--- src/rtl/roc_aer_out_ctrl.sv ---
// roc_aer_out_ctrl: turns sorted encoder indices into 4-phase AER events, with a per-image count and a sticky timeout flag.
// Optional macro ROC_AER_ACK_SYNC_EN routes AEROUT_ACK through a 2-flop synchronizer for a core on another clock.
module roc_aer_out_ctrl #(
   parameter int INDEX_BITS     = 8,
   parameter int ADDR_BITS      = 10,
   parameter int ADDR_OFFSET    = 0,
   parameter int TIMEOUT_CYCLES = 1024,
   parameter int CNT_BITS       = 16
) (
   input  logic                  CLK,
   input  logic                  RST,
   input  logic [INDEX_BITS-1:0] NEXT_INDEX,
   input  logic                  FOUND_NEXT_INDEX,
   input  logic                  CNT_CLR,
   output logic                  AEROUT_CTRL_BUSY,
   output logic [ADDR_BITS-1:0]  AEROUT_ADDR,
   output logic                  AEROUT_REQ,
   input  logic                  AEROUT_ACK,
   output logic [CNT_BITS-1:0]   EVENT_CNT,
   output logic                  TIMEOUT_ERR
);
   localparam int TW = (TIMEOUT_CYCLES > 2) ? $clog2(TIMEOUT_CYCLES) : 1;
   typedef enum logic [1:0] {S_IDLE, S_REQ, S_ACK_LOW} state_t;
   state_t r_state, w_next;
   logic [TW-1:0] r_timer;
   logic [ADDR_BITS-1:0] r_addr;
   logic [CNT_BITS-1:0] r_cnt;
   logic r_err;
   logic w_ack, w_tmo, w_done, w_abort;
`ifdef ROC_AER_ACK_SYNC_EN
   logic [1:0] r_ack_sync;
   always_ff @(posedge CLK or posedge RST)
      if (RST) r_ack_sync <= '0;
      else r_ack_sync <= {r_ack_sync[0], AEROUT_ACK};
   assign w_ack = r_ack_sync[1];
`else
   assign w_ack = AEROUT_ACK;
`endif
   assign w_tmo = r_timer == TW'(TIMEOUT_CYCLES - 1);
   always_ff @(posedge CLK or posedge RST)
      if (RST) r_state <= S_IDLE;
      else r_state <= w_next;
   always_comb begin
      w_next  = r_state;
      w_done  = 1'b0;
      w_abort = 1'b0;
      case (r_state)
         S_IDLE:    w_next = FOUND_NEXT_INDEX ? S_REQ : S_IDLE;
         S_REQ: begin
            w_abort = !w_ack && w_tmo;
            w_next  = w_ack ? S_ACK_LOW : w_abort ? S_IDLE : S_REQ;
         end
         S_ACK_LOW: begin
            w_done  = !w_ack;
            w_abort = w_ack && w_tmo;
            w_next  = (w_done || w_abort) ? S_IDLE : S_ACK_LOW;
         end
         default:   w_next = S_IDLE;
      endcase
   end
   // BUSY includes FOUND so the encoder sees back-pressure in the cycle it presents an index
   always_comb begin
      AEROUT_REQ       = r_state == S_REQ;
      AEROUT_CTRL_BUSY = (r_state != S_IDLE) || FOUND_NEXT_INDEX;
   end
   always_ff @(posedge CLK or posedge RST)
      if (RST) begin
         r_timer <= '0;
         r_addr  <= '0;
         r_cnt   <= '0;
         r_err   <= 1'b0;
      end else begin
         r_timer <= (r_state == S_IDLE || w_next != r_state) ? '0 : r_timer + TW'(1);
         if (r_state == S_IDLE && FOUND_NEXT_INDEX)
            r_addr <= ADDR_BITS'(ADDR_OFFSET) + ADDR_BITS'(NEXT_INDEX);
         r_cnt <= CNT_CLR ? '0 : (w_done && r_cnt != '1) ? r_cnt + CNT_BITS'(1) : r_cnt;
         r_err <= !CNT_CLR && (r_err || w_abort);
      end
   assign AEROUT_ADDR = r_addr;
   assign EVENT_CNT   = r_cnt;
   assign TIMEOUT_ERR = r_err;
endmodule

--- config.mk ---
export PLATFORM = sky130hd
export DESIGN_NAME = roc_aer_out_ctrl
export DESIGN_NICKNAME = d
export VERILOG_FILES = /design/src/rtl/roc_aer_out_ctrl.sv
export SDC_FILE = /design/constraint.sdc
export NUM_CORES = 1
export LEC_CHECK = 0
export BUFFER_PORTS_ARGS = -buffer_cell sky130_fd_sc_hd__buf_4
export CORE_MARGIN = 1.5
export CORE_UTILIZATION = 40
export DETAILED_ROUTE_END_ITERATION = 16
export GPL_ROUTABILITY_DRIVEN = 0
export PLACE_DENSITY = 0.59
export SLEW_MARGIN = 25
export SYNTH_ARGS = -nofsm -noshare
export SYNTH_HDL_FRONTEND = slang
export SYNTH_SLANG_ARGS = --single-unit
--- constraint.sdc ---
create_clock -name CLK -period 2.74 [get_ports CLK]
set_input_delay 0.274 -clock CLK [delete_from_list [all_inputs] [get_ports CLK]]
set_output_delay 0.274 -clock CLK [all_outputs]
set_load 0.005 [all_outputs]
======== Word-level counts from Yosys, hierarchy flattened ========
Index checks and enable logic that the tools add are counted.
word-level totals
  bits in registers ....................... 37
  output and inout port bits .............. 29
operators by class
  multiplexer cells ....................... 10
  add/subtract/negate cells ............... 2
  eq/ne operators ......................... 5
  reduce and logical (&&, ||, !) cells .... 14
operators by type and width
  operator                                                         count
  16-bit two-way mux                                               2
  16-bit by 1-bit adder with 16-bit output, second input constant  1
  16-bit inequality test, second input constant                    1
  10-bit by 1-bit adder with 10-bit output, second input constant  1
  10-bit == test, second input constant                            1
  10-bit two-way mux                                               1
  2-bit case mux with 3 select lines                               1
  1-bit logical AND                                                5
  1-bit logical OR                                                 4
  2-bit two-way mux                                                2
  2-bit nonzero test                                               2
  1-bit two-way mux                                                3
  2-bit by 1-bit == test with 1-bit output, second input constant  1
  2-bit == test, second input constant                             1
  1-bit zero test                                                  2
  2-bit zero test                                                  1
  2-bit inequality test                                            1
  1-bit case mux with 2 select lines                               1

======== Logic depth before layout (Yosys ltp) ========
Gate-level depths: netlist of the first run.
  depth after elaboration ................. 8
  depth in mapped cells ................... 6
  gate-level depth less buffers ........... 6

======== Worst setup path before layout of the first run ========
Ideal clock, no wire load.
  path type ............................... register to register
  from .................................... register r_state[0]
  to ...................................... register r_cnt[15] (netlist: EVENT_CNT[15])
  data arrival time ....................... 1.877 ns
  cell stages (with the launch flop) ...... 7
  setup slack ............................. 0.785 ns
  library setup time ...................... 0.078 ns
  data required time ...................... 2.662 ns
  path buffers ............................ 0
  cells stage by stage .................... dfrtp_1 > inv_1 > ha_1 > nand3b_1 > or4_4 > or4_1 > a21oi_1
on the way
  word-level cells in the longest chain between the ends .. 4
ends and longest elaborated chain
  element                              RTL line  RTL
  start: declaration                   24        state_t r_state, w_next;
  start signal: assignment             42        else r_state <= w_next;
  2-bit == test                        47        case (r_state)
  1-bit two-way mux                    47
  1-bit logical AND                    76        r_cnt <= CNT_CLR ? '0 : (w_done && r_cnt != '1) ? r_cnt + CNT_BITS'(1) : r_cnt;
  2-bit nonzero test (no source line)  -
  end signal: assignment               76
  end: declaration                     27        logic [CNT_BITS-1:0] r_cnt;
No other way between the ends.
A chain may end at the register's enable or synchronous reset.

======== Final worst setup path of the first run ========
  from .................................... register r_state[0]
  to ...................................... register r_cnt[7] (netlist: EVENT_CNT[7])
The elaborated chain is that of the path after synthesis.

==> results by group, run 1 <==
Power and ir drop
  – Worst vdd ir: 0.3499 mV
  – Psw: 0.4868 mW
  – Logic pwr share: 31.4%
  – Pwr dens: 633.0 nW/µm²
  – Total power: 1.537 mW
  – Pint: 1.050 mW
  – LEAKAGE: 1.033 nW
  – Clock power frac: 23.9%
  – Switching share of power: 31.68%
  – Sequential Power Share: 44.7%

Yosys
  – Synth area leader: dfrtp_1
  – Async SR Flop Fraction: 100.0%
  – Register area share after synthesis: 47.16%
  – Number of enable flip-flop cells after synthesis: 0
  – Mux contribution to synthesized area: 5.736%
  – Synth Area in Adders: 3.824%
  – Syn. warnings: 0
  – Top-area cell type share of the netlist area: 47.16%
  – Compound-Gate Fraction of Synth Area: 10.96%
  – Most common cell in the netlist: dfrtp_1
  – Synth area leaders: dfrtp_1 47%, mux2_2 5.7%, a21oi_1 4.1%
  – Post-Synth XOR/XNOR Area: 3.569%
  – Most common library cells after synthesis: 37 x dfrtp_1, 16 x a21oi_1, 12 x nor3_1, 11 x nand2_1
  – Post-Syn Instances: 195
  – Simple-gate share of the synthesized area: 25.88%
  – Synth unique cells: 37
  – Syn_area_per_cell: 10.07 µm²
  – Mapped Area: 1963 µm²
  – Register bit total from synthesis: 37
  – Main combinational cell family by area after synthesis: simple AND/OR/NAND/NOR gates
  – Top_reg_cell synth: dfrtp_1

Route
  – Initial DRC Count: 112
  – Drt pass-1 iters: 4
  – Routed Antenna Nets: 0
  – DRC viols: 0
  – WL per Instance: 13.34 µm
  – Vias: 1,646
  – Final wirelength: 4123 µm
  – Number of vias per cell: 5.327

Placed design
  – Placed cells: 301
  – Dpl ws: 575.2 ps
  – PortBufs: 39
  – DP HPWL: 3027 µm

Global route
  – First-pass GRT wire length: 7086 µm
  – Largest net degree at the start of global routing: 21
  – Vias in the first global route: 1,501
  – Gr usage total: 17.26%
  – Initial antenna violation count: 0
  – GR Overflow Total: 0

Floorplan
  – Die width: 73.06 µm
  – Die Area: 5337 µm²
  – Core footprint: 4723 µm²
  – Row cnt: 25
  – Die height: 73.06 µm
  – I/O pin total: 42
  – Starting density of the core: 41.56%

Worst setup path
  – Worst Setup Start Kind: flip-flop
  – CP Cell Sequence: inv_1 > ha_1 > nor2b_1 > nand2_1 > or4_2 > a21oi_1
  – Worst Path Buf+Inv: 1
  – Critical path fanouts, max: 6
  – Worst EP required: 2960 ps
  – Reg2reg setup slack: 570 ps
  – Instance count on the critical path: 6
  – FF-to-FF path depth: 6
  – Worst setup EP type: flip-flop
  – CP arrival: 2380 ps
  – Slowest stage delay, CP: 560 ps
  – WS Path Type: reg -> reg
  – Highest-delay cell along the critical path: or4_2
  – Worst path top cell family by delay: simple AND/OR/NAND/NOR gates
  – Reg2Reg Launch Point: r_state[0]
  – FF-to-FF End: EVENT_CNT[7]

Timing
  – Post-route minimum period: 2169 ps
  – Final worst slack: 570.6 ps
  – Fin. max-slew vios: 0
  – Setup TNS: 0 ps
  – RSZ-0062 raised after global routing: no
  – Fmax: 461.0 MHz
  – Skew final: 6.962 ps
  – Worst Tran Pin Value: 808.0 ps
  – Slew HR: 46.08%
  – Period utilisation layout: 79.17%
  – Setup violators final: 0
  – Final Hold Violating Endpoints: 0

Status
  – Status: complete, no violations

CTS
  – Clk root buf: clkbuf_8
  – Sink Count: 37
  – Postcts setup bufs: 0
  – H-tree depth: 2
  – CTS tree: built
  – Hold-fix buffer count after cts: 0
  – Post-cts sizing count: 0
  – Worst-path clk slew: 70 ps
  – CTS buffer count: 5
  – Worst-Skew Late Latency: 290 ps
  – Clock tree buffer depth: 2

Cells and area
  – Layout Cells excl Fill: 309
  – ANT cells: 0
  – Layout cells sized above 1: 28.10%
  – Area grow syn2layout: 23.65%
  – Layout Nets: 260

Job
  – Maxcap violations: 0

Hold path
  – Hold Crit Class: in -> async
==> per-layer routing <==
metal  vias up  part of all wire (%)  track usage (%)
met5         -                     0                0
met4         0                   1.5            6.289
met3         7                   4.8            4.696
met2        37                    44            24.55
met1       781                    50            24.96
li1        821                     -                -
==> cells by family (layout without fill, tap and decap cells) <==
logic type                 count (synthesis)  after routing
and+or+nand+nor                           85             85
DFF                                       37             37
AOI/OAI and AO/OA                         36             36
buffers and inverters                     12             58
muxes                                     10             10
xor gates and xnor gates                   8              8
adders and majority gates                  6              6
other                                      1              2
==> through the flow <==
stage                     cell area [µm²]  util [%]  hold WS [ps]
after floorplan                      1967         -         424.6
after global placement               2347     49.70         480.7
after detailed placement             2347     49.70         488.3
after CTS                            2427     51.39         178.6
after global routing                 2427     51.39         203.1
final                                2427     51.39         136.5
==> power groups by stage <==
stage / clock network (mW) / logic (mW) / registers (mW)
after CTS: 0.380 / 0.492 / 0.687
after detailed placement: 0 / 0.492 / 0.697
after global routing: 0.400 / 0.551 / 0.701
after floorplan: 0 / 0.282 / 0.694
after global placement: 0 / 0.487 / 0.693
final: 0.367 / 0.482 / 0.687
==> cell type report <==
type | instances | area, µm²
Sequential cell | 37 | 925.9
Clock buffer | 8 | 80.08
Fill cell | 455 | 2296
Timing Repair Buffer | 43 | 322.8
Tap cell | 67 | 83.83
Multi-Input combinational cell | 147 | 988.4
Inverter | 7 | 26.28
==> worst max-delay path by stage <==
stage,start,end,slack [ps]
after CTS,r_state[0],EVENT_CNT[9],560
after global placement,r_state[0],EVENT_CNT[7],570
after detailed placement,r_state[0],EVENT_CNT[9],580
final,r_state[0],EVENT_CNT[7],570
after floorplan,r_state[0],EVENT_CNT[15],780
after global routing,r_state[0],EVENT_CNT[7],400
==> cell usage in the layout, fill, tap and decap left out, types with 2 or more instances in the layout <==
master    instances
nand2b_1          4
clkbuf_1          3
conb_1            2
nand3b_1          2
a21oi_1          16
clkbuf_8          5
xor2_1            6
dfrtp_1          37
ha_1              6
or4_2             2
nand2_1          11
nand3_1           8
or3_2             2
inv_1             7
o31ai_1           7
buf_4            43
xnor2_1           2
mux2_2           10
nor2_1            5
o21ai_0           9
nor3_1           12
or3_1             6
and4_1            3
nand4_1          10
nor2b_1           3
nor4_1            3
or4_1             7
==> flip-flops by register name, summed over array words and instances, names as in the netlist <==
signal,cells
EVENT_CNT,16
r_state,2
AEROUT_ADDR,8
TIMEOUT_ERR,1
r_timer,10
Note: power is estimated with default switching activity, not from simulation.
==> inputs of run 2 (changes only) <==
Settings changed: ABC_AREA from default to 1, PLACE_DENSITY 0.59 to 0.58.
Clock period 2.74 ns to 2.28 ns, I/O delays scaled along.
==> results by group, run 2 <==
Cells and area
  – Layout Nets: 299 (+15%)
  – ANT cells: 0 (unchanged)
  – Area of the multi-input gates: 1015 µm² (+2.7%)
  – Area grow syn2layout: 21.46%
  – Commonest non-fill, non-tap cell in the layout: nand2_1
  – Final instance area: 2514 µm² (+3.6%)
  – Layout cells sized above 1: 27.05% (-1.1 points)
  – Largest register FFs: 16 (unchanged)
  – Final core occ: 51.85% (+0.45 points)
  – Register area: 925.9 µm² (unchanged)
  – Filler Cells Inserted: 466 (+2.4%)
  – Most frequent cells in the layout: 47 x nand2_1, 40 x buf_4, 37 x dfrtp_1

Route
  – Routed Antenna Nets: 0 (unchanged)
  – Initial DRC Count: 90 (-20%)
  – Drt pass-1 iters: 4 (unchanged)
  – DRC viols: 0 (unchanged)
  – Final wirelength: 4218 µm (+2.3%)
  – WL per Instance: 12.12 µm (-9.2%)
  – Number of vias per cell: 4.710 (-12%)
  – Vias: 1,639 (-0.43%)

Worst setup path
  – Slowest stage delay, CP: 430 ps (-130 ps)
  – Worst Setup Start Kind: flip-flop
  – Critical path fanouts, max: 12 (+6)
  – CP arrival: 2040 ps (-340 ps)
  – WS Path Type: reg -> reg
  – CP startpoint: EVENT_CNT[0]
  – CP Cell Sequence: ha_1 > nand3_1 > nor2_2 > nand3_2 > nand2_4 > inv_4 > nor2_8 > inv_4 > nand2_1 > nand2_1
  – Reg2Reg Launch Point: EVENT_CNT[0]
  – Worst path top cell family by delay: simple AND/OR/NAND/NOR gates
  – Worst setup EP type: flip-flop
  – Worst Path Buf+Inv: 2 (+1)
  – Worst EP required: 2460 ps (-500 ps)
  – Highest-delay cell along the critical path: dfrtp_1

CTS
  – Clk root buf: clkbuf_8
  – Worst-Skew Late Latency: 280 ps (about the same)
  – CTS tree: built
  – CTS buffer count: 5 (unchanged)
  – Sink Count: 37 (unchanged)
  – Clock tree buffer depth: 2 (unchanged)
  – Hold-fix buffer count after cts: 0 (unchanged)
  – Post-cts sizing count: 0 (unchanged)
  – Worst-path clk slew: 70 ps (about the same)
  – Postcts setup bufs: 0 (unchanged)
  – H-tree depth: 2 (unchanged)

Yosys
  – Register area share after synthesis: 44.74% (-2.4 points)
  – Async SR Flop Fraction: 100.0% (unchanged)
  – Most common cell in the netlist: nand2_1
  – Synth unique cells: 32 (-14%)
  – Syn_area_per_cell: 8.769 µm² (-13%)
  – Mapped Area: 2069 µm² (+5.4%)
  – Post-Syn Instances: 236 (+21%)
  – Top_reg_cell synth: dfrtp_1
  – Most common library cells after synthesis: 47 x nand2_1, 37 x dfrtp_1, 26 x nor2_1, 23 x inv_1, 15 x nand3_1
  – Syn. warnings: 0 (unchanged)
  – Top-area cell type share of the netlist area: 44.74% (-2.4 points)
  – Synth area leaders: dfrtp_1 45%, nand2_1 8.5%, nor2_1 4.7%
  – Register bit total from synthesis: 37 (unchanged)
  – Number of enable flip-flop cells after synthesis: 0 (unchanged)
  – Synth area leader: dfrtp_1

Power and ir drop
  – Pint: 1.257 mW (+20%)
  – Switching share of power: 32.87% (+1.2 points)
  – Worst vdd ir: 0.4815 mV (+38%)
  – Sequential Power Share: 43.9% (-0.8 points)
  – Logic pwr share: 32.6% (+1.2 points)
  – LEAKAGE: 1.151 nW (+11%)
  – Total power: 1.873 mW (+22%)
  – Clock power frac: 23.5% (-0.4 points)
  – Psw: 0.6157 mW (+26%)
  – Pwr dens: 745.2 nW/µm² (+18%)

Placed design
  – Placement Cell Area: 2431 µm² (+3.6%)
  – Dpl ws: 430.8 ps (-144.4 ps)
  – PortBufs: 39 (unchanged)
  – DP HPWL: 3161 µm (+4.4%)

Floorplan
  – I/O pin total: 42 (unchanged)
  – Die height: 74.93 µm (+2.6%)
  – Row cnt: 25 (unchanged)
  – Starting density of the core: 42.68% (+1.1 points)
  – Die width: 74.93 µm (+2.6%)
  – Core footprint: 4848 µm² (+2.6%)
  – Die Area: 5615 µm² (+5.2%)

Timing
  – Fin. max-slew vios: 0 (unchanged)
  – Skew final: 2.671 ps (-4.291 ps)
  – Final worst slack: 415.8 ps (-154.8 ps)
  – Fmax: 536.4 MHz (+16%)
  – Post-route minimum period: 1864 ps (-305.2 ps)
  – Period utilisation layout: 81.76% (+2.6 points)
  – RSZ-0062 raised after global routing: no
  – Final Hold Violating Endpoints: 0 (unchanged)
  – Setup violators final: 0 (unchanged)
  – Setup TNS: 0 ps (unchanged)

Global route
  – Initial antenna violation count: 0 (unchanged)
  – First-pass GRT wire length: 7127 µm (+0.58%)
  – Vias in the first global route: 1,562 (+4.1%)
  – Gr usage total: 17.01% (-0.25 points)
  – Largest net degree at the start of global routing: 38 (+81%)
  – GR Overflow Total: 0 (unchanged)

Job
  – Maxcap violations: 0 (unchanged)

Hold path
  – Hold Crit Class: in -> async

Status
  – Status: complete, no violations
-- run 2: cell types whose count changed after synthesis, moves of 4 or more --
cell / previous run / this run
a21oi_1: 16 / 1
inv_1: 7 / 23
nand2_1: 11 / 47
nand2b_1: 4 / 0
nand3_1: 8 / 15
nand4_1: 10 / 3
nor2_1: 5 / 26
o21ai_0: 9 / 5
or3_1: 6 / 0
or4_1: 7 / 0
xnor2_1: 2 / 6
xor2_1: 6 / 10
-- run 2: cell type report --
class                           instances  share of cell area, %
Timing Repair Buffer                   40                  11.95
Clock buffer                            6                  2.887
Tap cell                               67                  3.335
Clock inverter                          2                 0.3982
Multi-Input combinational cell        169                  40.37
Sequential cell                        37                  36.83
Inverter                               27                  4.231
-- run 2: through the flow --
stage,hold WS (ps),std cells
2_1_floorplan,378.6,237
3_3_place_gp,380.6,340
3_5_place_dp,380.0,340
4_1_cts,64.13,348
5_1_grt,93.89,348
6_report,51.66,348
-- run 2: final timing paths --
path	to	slack [ps]	cells after the start
setup / recovery	EVENT_CNT[10]	420	10
hold / removal	EVENT_CNT[2]	50	3
setup reg to reg	EVENT_CNT[10]	420	10
hold reg to reg	AEROUT_ADDR[3]	510	1
max in group asynchronous	r_state[1]	1900	3
min in group CLK	AEROUT_ADDR[4]	170	2
-- run 2: worst min-delay path: stages --
cell,delay (ps)
buf_4,100
inv_1,40
buf_4,400
-- run 2: power groups by stage --
stage          sequential (mW)  combinational, mW  clock (mW)
6_report                 0.822              0.611       0.441
5_1_grt                  0.841              0.677       0.490
4_1_cts                  0.822              0.624       0.463
3_5_place_dp             0.835              0.622           0
3_3_place_gp             0.834              0.619           0
2_1_floorplan            0.835              0.386           0
-- run 2: routing by layer --
metal  up-vias  global-route usage [%]  part of all wire (%)
li1        847                       -                     -
met1       760                   24.24                    50
met2        27                   25.47                    45
met3         5                   4.150                   3.9
met4         0                   5.455                  0.95
met5         -                       0                     0
-- run 2: logic make-up (layout without fill, tap and decap cells) --
kind of cell | Yosys count | count (layout) | synth area share [%]
compound gates | 17 | 17 | 5.562
xor+xnor | 16 | 16 | 6.771
fa+ha+maj | 6 | 6 | 3.627
buf+inv | 31 | 75 | 6.408
flops | 37 | 37 | 44.74
mux | 8 | 8 | 4.353
other cells | 1 | 2 | 0.1812
simple gates | 120 | 120 | 28.36
